**src/rtl/mod_divisor_secuencial.sv**
```systemverilog
`default_nettype none
// ============================================================================
// Module   : mod_divisor_secuencial
// Purpose  : Sequential unsigned restoring divider for the ALU datapath.
//            Produces one quotient bit per clock behind a START/DONE
//            handshake. A zero divisor bypasses the iteration and raises DZ.
// Revision : 1.0 - initial release
// ============================================================================
module mod_divisor_secuencial #(
  parameter int WIDTH = 6
) (
  input  logic             CLK,
  input  logic             RST_N,
  input  logic             START,
  input  logic [WIDTH-1:0] A,
  input  logic [WIDTH-1:0] B,
  output logic [WIDTH-1:0] Q,
  output logic [WIDTH-1:0] R,
  output logic             DZ,
  output logic             BUSY,
  output logic             DONE
);

  localparam int CNT_W = $clog2(WIDTH + 1);

  typedef enum logic [1:0] {
    S_IDLE = 2'd0,
    S_CALC = 2'd1,
    S_FIN  = 2'd2
  } state_t;

  state_t             state_q;
  logic [WIDTH-1:0]   ash_q;     // dividend shifting out, quotient shifting in
  logic [WIDTH-1:0]   div_q;     // captured divisor
  logic [WIDTH-1:0]   p_q;       // partial remainder (always < divisor)
  logic [CNT_W-1:0]   cnt_q;     // quotient bits still to produce
  logic [WIDTH-1:0]   q_q;
  logic [WIDTH-1:0]   r_q;
  logic               dz_q;
  logic               busy_q;
  logic               done_q;

  logic [WIDTH:0]     trial_d;   // {P, next dividend bit}, one bit wider than P
  logic               ge_d;      // trial fits the divisor -> quotient bit 1
  logic [WIDTH-1:0]   sub_d;
  logic [WIDTH-1:0]   p_d;
  logic [WIDTH-1:0]   ash_d;

  // One restoring step: shift in next dividend bit, subtract when it fits.
  always_comb begin
    trial_d = {p_q, ash_q[WIDTH-1]};
    ge_d    = (trial_d >= {1'b0, div_q});
    // The difference is below the divisor, so the low WIDTH bits suffice.
    sub_d   = trial_d[WIDTH-1:0] - div_q;
    p_d     = ge_d ? sub_d : trial_d[WIDTH-1:0];
    ash_d   = {ash_q[WIDTH-2:0], ge_d};
  end

  // Control FSM plus datapath; results and DONE are registered on FIN entry.
  always_ff @(posedge CLK) begin
    if (!RST_N) begin
      state_q <= S_IDLE;
      ash_q   <= '0;
      div_q   <= '0;
      p_q     <= '0;
      cnt_q   <= '0;
      q_q     <= '0;
      r_q     <= '0;
      dz_q    <= 1'b0;
      busy_q  <= 1'b0;
      done_q  <= 1'b0;
    end else begin
      done_q <= 1'b0;
      case (state_q)
        S_IDLE: begin
          if (START) begin
            ash_q  <= A;
            busy_q <= 1'b1;
            if (B != '0) begin
              div_q   <= B;
              p_q     <= '0;
              cnt_q   <= CNT_W'(WIDTH);
              state_q <= S_CALC;
            end else begin
              // Divide-by-zero: publish saturated quotient and raw dividend.
              q_q     <= '1;
              r_q     <= A;
              dz_q    <= 1'b1;
              done_q  <= 1'b1;
              state_q <= S_FIN;
            end
          end
        end
        S_CALC: begin
          p_q   <= p_d;
          ash_q <= ash_d;
          cnt_q <= cnt_q - CNT_W'(1);
          if (cnt_q == CNT_W'(1)) begin
            q_q     <= ash_d;
            r_q     <= p_d;
            dz_q    <= 1'b0;
            done_q  <= 1'b1;
            state_q <= S_FIN;
          end
        end
        S_FIN: begin
          busy_q  <= 1'b0;
          state_q <= S_IDLE;
        end
        default: begin
          busy_q  <= 1'b0;
          state_q <= S_IDLE;
        end
      endcase
    end
  end

  assign Q    = q_q;
  assign R    = r_q;
  assign DZ   = dz_q;
  assign BUSY = busy_q;
  assign DONE = done_q;

endmodule
`default_nettype wire

```
**config.mk**
```make
export PLATFORM = sky130hd
export DESIGN_NAME = mod_divisor_secuencial
export DESIGN_NICKNAME = d
export VERILOG_FILES = /design/src/rtl/mod_divisor_secuencial.sv
export SDC_FILE = /design/constraint.sdc
export NUM_CORES = 1
export LEC_CHECK = 0
export CELL_PAD_IN_SITES_DETAIL_PLACEMENT = 2
export CELL_PAD_IN_SITES_GLOBAL_PLACEMENT = 2
export CORE_MARGIN = 3
export CORE_UTILIZATION = 31
export CTS_CLUSTER_SIZE = 12
export DETAILED_ROUTE_END_ITERATION = 10
export PLACE_DENSITY_LB_ADDON = 0.2
export SLEW_MARGIN = 20
export SYNTH_ARGS = -nofsm -noshare
export SYNTH_HDL_FRONTEND = slang
export SYNTH_SLANG_ARGS = --single-unit
```
**constraint.sdc**
```tcl
create_clock -name CLK -period 2.7 [get_ports CLK]
set_clock_uncertainty 0.05 [all_clocks]
set_input_delay 0.405 -clock CLK [delete_from_list [all_inputs] [get_ports CLK]]
set_output_delay 0.405 -clock CLK [all_outputs]
set_load 0.1 [all_outputs]
```
==> flow_metrics.env <==
export IMPL_avgSynthCellArea_um2=8.21
export IMPL_nets=301
export IMPL_hold_viol=0
export IMPL_powerDensity_nw_per_um2=661
export IMPL_relSlewSlack_pct=58.8
export IMPL_place_detailed_hpwl_um=4760
export IMPL_layout_drive_gt1_share_pct=12.7
export IMPL_leakage_nw=0.974
export IMPL_routedWlPerCell_um=17.9
export IMPL_netlist_instances=243
export IMPL_die_w_um=86.2
export IMPL_yosysMostFrequentCell="dfxtp_1"
export IMPL_nFillCells=695
export IMPL_yosysSeqAreaShare_pct=38.1
export IMPL_die_h_um=86.2
export IMPL_max_cap_violations=0
export IMPL_rows=28
export IMPL_slowest_stage="a211o_1"
export IMPL_place_congestion=0.771
export IMPL_drv_slew=0
export IMPL_h_tree_depth=2
export IMPL_tns_ns=0
export IMPL_seqCellArea_um2=761
export IMPL_root_buffer="clkbuf_8"
export IMPL_synth_flop_cell="dfxtp_1"
export IMPL_ir_drop_v=0.000229
export IMPL_area_growth_pct=23.2
export IMPL_drt_initial_drc_count=59
export IMPL_use_met1_pct=24.5
export IMPL_synth_area_leaders="dfxtp_1, ha_1, nand2_1"
export IMPL_synth_top_area_cell="dfxtp_1"
export IMPL_ys_types=38
export IMPL_drc=0
export IMPL_crit_required_ns=2.86
export IMPL_path_buf_inv=1
export IMPL_drt_total_wl_um=6270
export IMPL_max_freq_mhz=439
export IMPL_tightest_slew_ns=0.617
export IMPL_setup_viol_count_final=0
export IMPL_drt_first_pass_iters=4
export IMPL_synth_edf_count=0
export IMPL_start_kind="flip-flop"
export IMPL_hp_class="flip-flop to flip-flop"
export IMPL_ios=30
export IMPL_busiest_layer="met2"
export IMPL_grtUsageTotal_pct=18.1
export IMPL_post_dp_cell_area_um2=2370
export IMPL_critical_path_endpoint_type="flip-flop"
export IMPL_core_um2=6060
export IMPL_clk_latency_ns=0.29
export IMPL_synth_warnings=0
export IMPL_stdcell_area_um2=2460
export IMPL_multi_input_area_um2=1100
export IMPL_postRouteAntennaNets=0
export IMPL_cts_hold_buf=0
export IMPL_synth_top_area_share_pct=38.1
export IMPL_preCtsSetupSlack_ns=0.241
export IMPL_initial_core_util_pct=32.9
export IMPL_rsz0062_at_grt="false"
export IMPL_cts_tree="built"
export IMPL_synthTopCellsByCount="dfxtp_1, nand2_1, nor2_1"
export IMPL_clk_pin_slew_ns=0.07
export IMPL_cts_resized=0
export IMPL_vias=1888
export IMPL_antenna_found_initial=0
export IMPL_ys_seq_elements=38
export IMPL_post_cts_buffers=0
export IMPL_outcome="finished clean"
export IMPL_overflow=0
export IMPL_arrival_ns=2.44
export IMPL_finalCriticalPeriod_ns=2.28
export IMPL_cts_buffers=5
export IMPL_syn_cell_area_um2=1990
export IMPL_diodes=0
export IMPL_use_met2_pct=29.7
export IMPL_clkSinkCount=38
export IMPL_grt_pass1_vias=2020
export IMPL_worst_slack_ns=0.424
export IMPL_fin_crit_sh_pct=84.3
export IMPL_via_per_inst=5.39
export IMPL_dieArea_um2=7430
export IMPL_async_flop_share_pct=0
export IMPL_grt_max_degree=21
export IMPL_cp_max_fo=7
export IMPL_critical_path_max_stage_delay_ns=0.38
export IMPL_grt_pass1_wl_um=10500
export IMPL_global_route_usage_met3_pct=3.23
export IMPL_synth_fp_nets=268
export IMPL_cts_max_path_buffers=2
export IMPL_crit_family="compound AO/OA/AOI/OAI gates"
export IMPL_io_buffers=29
export IMPL_path_cells="inv_1, ha_1, a21o_1, a211o_1, a21o_1, a211o_1, a31oi_1"
export IMPL_criticalPathCategory="flip-flop to flip-flop"
## cell usage in the layout (no fill, tap or decap), types with 7 or more instances in the layout
cell type	netlist	layout
mux2i_1	8	8
a21oi_1	14	14
inv_1	20	20
o21ai_0	18	18
dfxtp_1	38	38
buf_4	1	24
a31oi_1	9	9
clkdlybuf4s50_1	0	14
nand2_1	27	27
a311oi_1	7	7
ha_1	9	9
nor2_1	27	27
## routing by layer
layer / vias up / wire length [um]
li1: 921 / -
met1: 934 / 3100
met2: 27 / 2900
met3: 6 / 207
met4: 0 / 66
met5: - / 0
## per-stage QoR
step	cells	util (%)	total power, W	hold slack [ns]
after floorplan	243	-	0.00107	0.393
after global placement	344	39.2	0.00123	0.404
after detailed placement	344	39.2	0.00124	0.426
after CTS	350	40.5	0.00164	0.438
after global routing	350	40.5	0.00174	0.455
final	350	40.5	0.00163	0.430
## power by group
group,internal [W],switching (W)
combinational,0.000194,0.000383
sequential,0.000611,0.0000417
clock,0.000197,0.000198
## logic make-up after synthesis
logic type,Yosys count,share of synthesized area [%]
AO/OA/AOI/OAI,77,26.3
XOR/XNOR,2,0.878
adder cells (fa/ha/maj),10,6.65
buffers and inverters,33,6.46
flip-flops,38,38.1
multiplexers,8,4.02
AND/OR/NAND/NOR,75,17.5
## worst min-delay path, stage by stage, from the launching register on
cell      delay (ns)
dfxtp_1         0.32
inv_1           0.06
a211oi_1        0.06
## final timing paths
path	startpoint	to	slack, ns	depth (start not counted)
hold reg to reg	BUSY$_SDFFE_PN0P_	BUSY$_SDFFE_PN0P_	0.43	2
setup reg to reg	div_q[4]$_SDFFE_PN0P_	R[1]$_SDFFE_PN0P_	0.42	7
setup / recovery	div_q[4]$_SDFFE_PN0P_	R[1]$_SDFFE_PN0P_	0.42	7
hold / removal	BUSY$_SDFFE_PN0P_	BUSY$_SDFFE_PN0P_	0.43	2
## state kept, by name (all words and copies together), names as in the netlist
| signal | cells |
|---|---|
| div_q | 6 |
| cnt_q | 3 |
| state_q | 2 |
| DZ | 1 |
| ash_q | 6 |
| BUSY | 1 |
| Q | 6 |
| DONE | 1 |
| R | 6 |
| p_q | 6 |
## cell type report
cell class / count / share of cell area [%]
sequential: 38 / 31.0
inverter: 20 / 3.05
timing repair buffer: 39 / 13.8
multi-input combinational: 172 / 45.0
tap: 75 / 3.82
clock buffer: 6 / 3.36
No activity file was read; power rests on OpenSTA's default activity.
